$ cat config.mk
export PLATFORM = sky130hd
export DESIGN_NAME = ifmap_buf_writer
export DESIGN_NICKNAME = d
export VERILOG_FILES = /design/src/rtl/ifmap_buf_writer_pkg.sv /design/src/rtl/ifmap_wadr_counter.sv /design/src/rtl/ifmap_buf_writer.sv
export SDC_FILE = /design/constraint.sdc
export NUM_CORES = 1
export LEC_CHECK = 0
export BUFFER_PORTS_ARGS = -buffer_cell sky130_fd_sc_hd__buf_2
export CORE_ASPECT_RATIO = 0.7
export CORE_MARGIN = 2
export CORE_UTILIZATION = 52
export DETAILED_ROUTE_END_ITERATION = 7
export GPL_ROUTABILITY_DRIVEN = 0
export PLACE_DENSITY = 0.86
export SYNTH_ARGS = -nofsm -noshare
export SYNTH_HDL_FRONTEND = slang
export SYNTH_HIERARCHICAL = 1
export SYNTH_SLANG_ARGS = --single-unit
$ cat constraint.sdc
create_clock -name clk -period 3.55 [get_ports clk]
set_input_delay 0.5325 -clock clk [delete_from_list [all_inputs] [get_ports clk]]
set_output_delay 0.5325 -clock clk [all_outputs]
set_load 0.005 [all_outputs]
$ cat src/rtl/ifmap_buf_writer_pkg.sv
// Shared definitions for the ifmap buffer writer and its address generator peers.
// Holds the writer FSM encoding and the config word field layout, which
// ifmap_radr_gen decodes the same way.
package ifmap_buf_writer_pkg;

    typedef logic [1:0] wr_state_t;

    localparam wr_state_t ST_IDLE = 2'd0;
    localparam wr_state_t ST_FILL = 2'd1;
    localparam wr_state_t ST_FULL = 2'd2;

    // config_data = {IX0, IY0, IC1}; each index is a field slot of
    // BANK_ADDR_WIDTH bits, counted from the LSB.
    localparam int unsigned CFG_NUM_FIELDS = 3;
    localparam int unsigned CFG_IX0_IDX    = 2;
    localparam int unsigned CFG_IY0_IDX    = 1;
    localparam int unsigned CFG_IC1_IDX    = 0;

endpackage

$ cat src/rtl/ifmap_wadr_counter.sv
// Bounded up-counter for the ifmap write address.
// Loads zero on clr, advances on inc and wraps to zero after last_val.
module ifmap_wadr_counter #(
    parameter int WIDTH = 8
) (
    input  logic             clk,
    input  logic             rst_n,
    input  logic             clr,
    input  logic             inc,
    input  logic [WIDTH-1:0] last_val,
    output logic [WIDTH-1:0] count,
    output logic             at_last
);

    logic [WIDTH-1:0] count_r;

    assign count   = count_r;
    assign at_last = (count_r == last_val);

    // Address counter: clear has priority, wrap happens only at last_val.
    always_ff @(posedge clk or negedge rst_n) begin
        if (!rst_n) begin
            count_r <= {WIDTH{1'b0}};
        end else if (clr) begin
            count_r <= {WIDTH{1'b0}};
        end else if (inc) begin
            if (at_last) begin
                count_r <= {WIDTH{1'b0}};
            end else begin
                count_r <= count_r + WIDTH'(1);
            end
        end else begin
            count_r <= count_r;
        end
    end

endmodule

$ cat src/rtl/ifmap_buf_writer.sv
// Write side of the ifmap double buffer.
// Streams one tile of IX0*IY0*IC1 words into the write bank, flags it full and
// swaps banks on switch_banks. Optional macro IFMAP_BUF_WRITER_STALL_CNT_EN adds
// a saturating count of cycles where the stream is valid but not accepted.
module ifmap_buf_writer #(
    parameter int BANK_ADDR_WIDTH = 8,
    parameter int DATA_WIDTH      = 64
) (
    input  logic                         clk,
    input  logic                         rst_n,
    input  logic                         config_en,
    input  logic [3*BANK_ADDR_WIDTH-1:0] config_data,
    input  logic [DATA_WIDTH-1:0]        ifmap_data,
    input  logic                         ifmap_valid,
    output logic                         ifmap_ready,
    output logic                         buf_wen,
    output logic [BANK_ADDR_WIDTH-1:0]   buf_wadr,
    output logic [DATA_WIDTH-1:0]        buf_wdata,
    output logic                         wbank_sel,
    output logic                         wbank_full,
`ifdef IFMAP_BUF_WRITER_STALL_CNT_EN
    output logic [31:0]                  stall_cnt,
`endif
    input  logic                         switch_banks
);

    import ifmap_buf_writer_pkg::*;

    localparam int PW = CFG_NUM_FIELDS * BANK_ADDR_WIDTH;

    wr_state_t                  state_r;
    wr_state_t                  state_nxt_s;
    logic [BANK_ADDR_WIDTH-1:0] last_adr_r;
    logic [PW-1:0]              tile_words_s;
    logic [PW-1:0]              tile_last_s;
    logic [BANK_ADDR_WIDTH-1:0] cnt_s;
    logic                       at_last_s;
    logic                       accept_s;
    logic                       tile_done_s;
    logic                       bank_toggle_s;

    assign ifmap_ready = (state_r == ST_FILL);
    // A beat that coincides with config_en belongs to the abandoned tile.
    assign accept_s    = ifmap_valid & ifmap_ready & ~config_en;
    assign tile_done_s = accept_s & at_last_s;

    // Full-width product so a tile of exactly 2^BANK_ADDR_WIDTH words still
    // yields last_adr = all ones after truncation.
    assign tile_words_s =
        PW'(config_data[CFG_IX0_IDX*BANK_ADDR_WIDTH +: BANK_ADDR_WIDTH]) *
        PW'(config_data[CFG_IY0_IDX*BANK_ADDR_WIDTH +: BANK_ADDR_WIDTH]) *
        PW'(config_data[CFG_IC1_IDX*BANK_ADDR_WIDTH +: BANK_ADDR_WIDTH]);
    assign tile_last_s  = tile_words_s - PW'(1);

    // Swap on switch_banks once the tile is complete or completing this cycle.
    assign bank_toggle_s = ~config_en & switch_banks &
                           ((state_r == ST_FULL) | tile_done_s);

    ifmap_wadr_counter #(
        .WIDTH (BANK_ADDR_WIDTH)
    ) u_wadr_counter (
        .clk      (clk),
        .rst_n    (rst_n),
        .clr      (config_en),
        .inc      (accept_s),
        .last_val (last_adr_r),
        .count    (cnt_s),
        .at_last  (at_last_s)
    );

    // Next-state logic; a config load restarts filling from any state.
    always_comb begin
        state_nxt_s = state_r;
        if (config_en) begin
            state_nxt_s = ST_FILL;
        end else begin
            case (state_r)
                ST_IDLE: state_nxt_s = ST_IDLE;
                ST_FILL: begin
                    if (tile_done_s && !switch_banks) begin
                        state_nxt_s = ST_FULL;
                    end else begin
                        state_nxt_s = ST_FILL;
                    end
                end
                ST_FULL: begin
                    if (switch_banks) begin
                        state_nxt_s = ST_FILL;
                    end else begin
                        state_nxt_s = ST_FULL;
                    end
                end
                default: state_nxt_s = ST_IDLE;
            endcase
        end
    end

    // State, config and bank status registers.
    always_ff @(posedge clk or negedge rst_n) begin
        if (!rst_n) begin
            state_r    <= ST_IDLE;
            last_adr_r <= {BANK_ADDR_WIDTH{1'b0}};
            wbank_sel  <= 1'b0;
            wbank_full <= 1'b0;
        end else begin
            state_r <= state_nxt_s;
            if (config_en) begin
                last_adr_r <= tile_last_s[BANK_ADDR_WIDTH-1:0];
                wbank_full <= 1'b0;
            end else if (bank_toggle_s) begin
                wbank_sel  <= ~wbank_sel;
                wbank_full <= 1'b0;
            end else if (tile_done_s) begin
                wbank_full <= 1'b1;
            end else begin
                wbank_full <= wbank_full;
            end
        end
    end

    // One-cycle write pipeline into the SRAM bank.
    always_ff @(posedge clk or negedge rst_n) begin
        if (!rst_n) begin
            buf_wen   <= 1'b0;
            buf_wadr  <= {BANK_ADDR_WIDTH{1'b0}};
            buf_wdata <= {DATA_WIDTH{1'b0}};
        end else begin
            buf_wen <= accept_s;
            if (accept_s) begin
                buf_wadr  <= cnt_s;
                buf_wdata <= ifmap_data;
            end else begin
                buf_wadr  <= buf_wadr;
                buf_wdata <= buf_wdata;
            end
        end
    end

`ifdef IFMAP_BUF_WRITER_STALL_CNT_EN
    // Saturating count of valid-but-not-ready cycles since the last config.
    always_ff @(posedge clk or negedge rst_n) begin
        if (!rst_n) begin
            stall_cnt <= 32'd0;
        end else if (config_en) begin
            stall_cnt <= 32'd0;
        end else if (ifmap_valid && !ifmap_ready && (stall_cnt != 32'hFFFF_FFFF)) begin
            stall_cnt <= stall_cnt + 32'd1;
        end else begin
            stall_cnt <= stall_cnt;
        end
    end
`endif

endmodule

==> reports/results.txt, run 1 <==
Post-synth ARST share: 100%
Main synth FF type: dfrtp_1
Leakage Power: 4.19 nW
TritonCTS Buffers: 9
Die ar.: 0.0116 mm2
Initial antenna violation count: 0
Mapped Cells: 608
Register area share after synthesis: 41.7%
Clock share of power: 17.3%
Final Util: 73.4%
Initial Utilization: 53.7%
Final setup fails: 5
1st-iter DRT viols: 429
VDD IR-drop max: 561 uV
PD cells: 717 mW/mm2
H-tree depth: 3
Final slew viol count: 0
CTS tree: built
CTS sink cnt: 93
Worst rel slew slack: 52.5%
Hold bufs inserted after CTS: 0
Worst-skew pair later-pin latency: 340 ps
Vias in the first global route: 5,251
Final net count: 960
Die Wd: 128 um
Required time of the critical path: 3770 ps
Crit path launch type: input port
Post-synth EDFFs: 0
Clock-pin slew on the worst setup and hold paths: 60 ps
HPWL Detailed: 10.7 mm
Synth warn: 6
Synth Area in Compound Gates: 2.80%
Post-Route WL: 15.9 mm
Synth Area in XOR/XNOR: 8.16%
Total GRT Usage: 26.9%
Final Skew: 6.73 ps
Sequential Power Share: 24.0%
Port buffer count: 168
Metal1 wirelength: 6.32 mm
Clk root buf: clkbuf_16
Max layer used: met4
Crit. End Element: register
Final Hold Fails: 0
Area growth syn-to-layout: 36.7%
TritonRoute pass-1 iters: 5
Worst-Margin Slew: 712 ps
Syn avg cell area: 9.18 um2
Outcome: complete, but fails checks
Syn nets: 763
Hold Path Class: input port to asynchronous set/reset pin
Adder-Cell Fraction of Synth Area: 17.8%
Worst Path Max Fanout: 4
Hold WS: 160 ps
Sw Pwr: 1.86 mW
Fmax: 155 MHz
DR WL met3: 987 um
Core area: 0.0104 mm2
Slack of the critical path: -2880 ps
Die Height: 90.7 um
Internal: 3.61 mW
DP Cell Count: 922
CTS Buffer Depth: 2
First-pass GRT wire length: 24.7 mm
Vias/cell: 5.20
Row count: 31
Layout cells sized above 1: 35.9%
Crit Path Category: input port to register
Crit path time final: 6430 ps
Logic pwr share: 58.7%
Diode count: 0
Total power: 5.47 mW
Post-route ant nets: 0
Net Sw Frac: 34.1%
Seq cells post-synth: 93
Global route overflow: 0
WL per Instance: 16.9 um
# IOs: 169
Final Cycle Share: 181%
# fillers: 658
Simple-gate share of the synthesized area: 24.0%
Synth Cell Area: 0.00558 mm2
Non-Filler Instances: 942
Violated checks: setup timing
RSZ-0062 raised after global routing: yes
Total number of vias: 4,897
Post-synthesis mux area share: 1.28%
Main combinational cell family by area after synthesis: simple AND/OR/NAND/NOR gates
Met2 wire len: 8.14 mm
Pin count of the biggest net entering global routing: 73
Number of max-cap violations: 0
Critical path arrival: 6660 ps
Synth unique cells: 39
Drc violations: 0
[final cells by class]
class / count / area (um2) / share of cell area, %
multi-input cells: 453 / 3450 / 45.2
flip-flops and latches: 93 / 2330 / 30.5
repair buffers: 207 / 1240 / 16.3
clock buffers: 12 / 246 / 3.23
well taps: 132 / 165 / 2.16
inverters: 41 / 154 / 2.02
clock inverters: 4 / 47.5 / 0.623
[timing repair]
| item | 4_1_cts | 5_1_grt |
|---|---|---|
| setup endpoints to repair | 5 | 6 |
| pin swaps | 37 | 24 |
| buffers inserted | 3 | 3 |
| gates resized for setup | 45 | 20 |
[routing by layer]
metal	up-vias	global-route usage (%)
met5	-	0
met4	0	9.43
met3	46	5.86
met2	225	46.5
met1	2351	33.4
li1	2275	-
[cells in the mapped netlist (all sizes together) (7+ instances only)]
library cell / count / area share, %
fa: 29 / 10
inv: 41 / 2.8
nand2: 257 / 17
dfrtp: 93 / 42
a21oi: 10 / 0.90
clkbuf: 15 / 1.0
xnor2: 31 / 5.1
and2: 27 / 3.0
ha: 33 / 7.4
xor2: 9 / 1.4
nor3: 7 / 1.0
[registers in the layout (all words and copies together), names as in the netlist]
signal,count
buf_wadr,8
wbank_full,1
buf_wen,1
last_adr_r,8
u_wadr_counter/count,8
buf_wdata,64
state_r,2
wbank_sel,1
[cells by family after synthesis]
family,count (synthesis)
buf+inv,62
fa+ha+maj,62
simple gates,317
flops,93
mux,6
xor+xnor,44
compound gates,24
[worst max-delay path: stages]
cell,delay (ps)
buf_2,130
nand2_1,120
fa_1,590
inv_1,80
ha_4,220
fa_1,550
fa_1,470
ha_4,290
xnor2_4,180
nand2_1,90
fa_1,490
inv_1,60
fa_1,490
inv_1,50
fa_1,450
fa_2,370
xnor2_2,150
xnor2_1,130
xnor2_1,140
xnor2_1,230
xnor2_2,150
xnor3_1,410
mux2_4,270
[placed cells by master, fill, tap and decap left out, types with 2 or more instances in the layout]
cell type,count
xnor2_4,3
and2_1,17
nand2_2,2
fa_1,25
nand4_1,3
and2_4,10
o21ai_0,2
nand2b_4,3
nand2_1,253
buf_4,29
nand2_4,2
a21o_1,3
nor2_1,5
inv_1,33
a21oi_1,7
fa_2,4
nor3_1,4
mux2_4,4
xor2_1,9
buf_2,159
xnor2_1,23
buf_6,16
clkinv_2,2
a21oi_4,3
xnor2_2,5
nor3_2,2
clkbuf_16,9
dfrtp_1,93
o2111ai_1,3
clkbuf_1,2
and3_1,6
inv_2,8
xnor3_1,4
mux2_2,2
ha_1,14
nand2b_1,2
buf_8,2
ha_4,18
[through the flow]
stage / worst slack [ps] / cell area [um2] / setup TNS (ps)
global route: -3040 / 7630 / -11150
global placement: -3240 / 6980 / -12140
detailed placement: -3330 / 6980 / -12620
CTS: -2860 / 7500 / -10560
floorplan: -2820 / 5820 / -9640
finish: -2880 / 7630 / -10690
[final timing paths]
path                       cells past startpoint       startpoint       endpoint  slack (ps)
setup reg to reg                               8       state_r[1]  buf_wdata[27]        1170
setup / recovery                              23  config_data[12]  last_adr_r[7]       -2880
max in group asynchronous                      2            rst_n  buf_wdata[24]        2620
min in group clk                               3   ifmap_data[19]  buf_wdata[19]         380
hold / removal                                 1            rst_n  buf_wdata[30]         160
hold reg to reg                                2    buf_wdata[17]  buf_wdata[17]         470
[power by group through the flow]
stage | clock (mW) | sequential (mW) | combinational [mW]
after CTS | 0.960 | 1.31 | 2.97
after global placement | 0 | 1.32 | 2.48
after detailed placement | 0 | 1.33 | 2.65
after global routing | 1.00 | 1.33 | 3.47
after floorplan | 0 | 1.33 | 1.90
final | 0.946 | 1.31 | 3.21
(Power assumes the default switching activity.)
==> run 2: changes to the inputs <==
--- a/config.mk
+++ b/config.mk
@@ -8,10 +8,10 @@
 export BUFFER_PORTS_ARGS = -buffer_cell sky130_fd_sc_hd__buf_2
 export CORE_ASPECT_RATIO = 0.7
 export CORE_MARGIN = 2
-export CORE_UTILIZATION = 52
+export CORE_UTILIZATION = 47
 export DETAILED_ROUTE_END_ITERATION = 7
 export GPL_ROUTABILITY_DRIVEN = 0
-export PLACE_DENSITY = 0.86
+export PLACE_DENSITY = 0.82
 export SYNTH_ARGS = -nofsm -noshare
 export SYNTH_HDL_FRONTEND = slang
 export SYNTH_HIERARCHICAL = 1
==> constraint.sdc (replaced) <==
create_clock -name clk -period 5.9 [get_ports clk]
set_input_delay 0.885 -clock clk [delete_from_list [all_inputs] [get_ports clk]]
set_output_delay 0.885 -clock clk [all_outputs]
set_load 0.005 [all_outputs]
==> reports/results.txt, run 2 (synthesis results as in run 1) <==
Final Hold Fails: 0
TritonCTS Buffers: 9
Hold Path Class: input port to asynchronous set/reset pin
PD cells: 413 mW/mm2
Die Height: 95.2 um
Number of max-cap violations: 0
Crit. End Element: register
Total number of vias: 4,539
Total GRT Usage: 20.5%
1st-iter DRT viols: 264
Post-Route WL: 12.9 mm
Die ar.: 0.0128 mm2
Biggest register: buf_wdata
Required time of the critical path: 6130 ps
Worst Path Max Fanout: 4
Post-DP Area: 0.00687 mm2
Max layer used: met4
CTS sink cnt: 93
First-pass GRT wire length: 20.9 mm
Vias in the first global route: 4,377
Hold bufs inserted after CTS: 0
Met2 wire len: 6.21 mm
Clock-pin slew on the worst setup and hold paths: 60 ps
Crit Path Category: input port to register
Final Skew: 6.56 ps
Worst-skew pair later-pin latency: 340 ps
# fillers: 935
CTS tree: built
Drc violations: 0
Most frequent cells in the layout: nand2_1, buf_2, dfrtp_1
Most common library cell in the layout ignoring fill and taps: nand2_1
Port buffer count: 168
Critical path arrival: 6890 ps
Vias/cell: 4.75
RSZ-0062 raised after global routing: yes
Outcome: complete, but fails checks
WL per Instance: 13.5 um
Metal1 wirelength: 5.94 mm
Initial antenna violation count: 0
Leakage Power: 4.05 nW
Final setup fails: 4
Diode count: 0
TritonRoute pass-1 iters: 4
Worst-Margin Slew: 926 ps
Slack of the critical path: -762 ps
Worst rel slew slack: 38.3%
Final slew viol count: 0
Design Area, Final: 0.00730 mm2
HPWL Detailed: 9.64 mm
Die Wd: 134 um
DP Cell Count: 936
Layout cells sized above 1: 33.1%
VDD IR-drop max: 417 uV
Initial Utilization: 48.0%
Final Cycle Share: 113%
Global route overflow: 0
DR WL met3: 652 um
Crit path launch type: input port
Violated checks: setup timing
Core area: 0.0116 mm2
Fmax: 150 MHz
Non-Filler Instances: 955
Row count: 33
Max FFs per register: 64
Pin count of the biggest net entering global routing: 78
# IOs: 169
Final net count: 948
CTS Buffer Depth: 2
Crit path time final: 6660 ps
Post-route ant nets: 0
H-tree depth: 3
Area growth syn-to-layout: 30.7%
Clk root buf: clkbuf_16
[run 2: repair_timing]
item,4_1_cts,5_1_grt
endpoints found under the setup margin,4,4
endpoints found under the hold margin,0,0
buffers inserted,2,2
gates resized for setup,21,9
pin swaps,19,8
[run 2: cell type report]
type / instances / area [um2] / share of cell area (%)
flip-flops and latches: 93 / 2330 / 31.9
multi-input cells: 453 / 3250 / 44.6
well taps: 157 / 196 / 2.69
repair buffers: 195 / 1090 / 14.9
clock buffers: 11 / 243 / 3.33
inverters: 41 / 154 / 2.11
clock inverters: 5 / 36.3 / 0.497
[run 2: metal layers]
| metal | GRT usage (%) | up-vias |
|---|---|---|
| met5 | 0 | - |
| met1 | 28.9 | 2164 |
| li1 | - | 2252 |
| met2 | 32.7 | 110 |
| met4 | 4.30 | 0 |
| met3 | 4.94 | 13 |
[run 2: final timing paths]
check,from,to,slack [ps],depth (start not counted)
max,config_data[18],last_adr_r[7],-760,23
min,rst_n,buf_wdata[33],390,1
max reg2reg,state_r[1],buf_wdata[22],3650,8
min reg2reg,buf_wdata[44],buf_wdata[44],470,2
max in group asynchronous,rst_n,buf_wdata[60],4330,2
min in group clk,buf_wdata[44],buf_wdata[44],470,2
[run 2: power by group]
| group | total (mW) | internal [mW] | switching, mW |
|---|---|---|---|
| clock network | 0.534 | 0.297 | 0.237 |
| registers | 0.786 | 0.734 | 0.0515 |
| logic | 1.69 | 0.972 | 0.723 |
[run 2: metrics by stage]
stage	setup TNS (ps)	power, mW	setup slack (ps)	hold WS, ps	utilization (%)
after floorplan	-1080	1.93	-827	468	-
after global placement	-2790	2.29	-1180	452	59.0
after detailed placement	-3030	2.35	-1280	456	59.0
after CTS	-1560	2.98	-803	390	62.3
after global routing	-2140	3.24	-987	391	62.7
final	-1460	3.01	-762	393	62.7
[run 2: worst max-delay path, stage by stage]
cell	delay [ps]
buf_2	120
nand2_2	70
fa_2	360
fa_1	490
inv_1	60
fa_1	520
fa_1	460
ha_4	310
xnor2_2	110
nand2_1	90
fa_1	500
inv_2	50
fa_1	500
inv_1	60
fa_1	490
fa_2	360
xnor2_2	140
xnor2_1	170
xnor2_1	160
xnor2_1	180
xnor2_2	140
xnor3_1	390
mux2_4	260
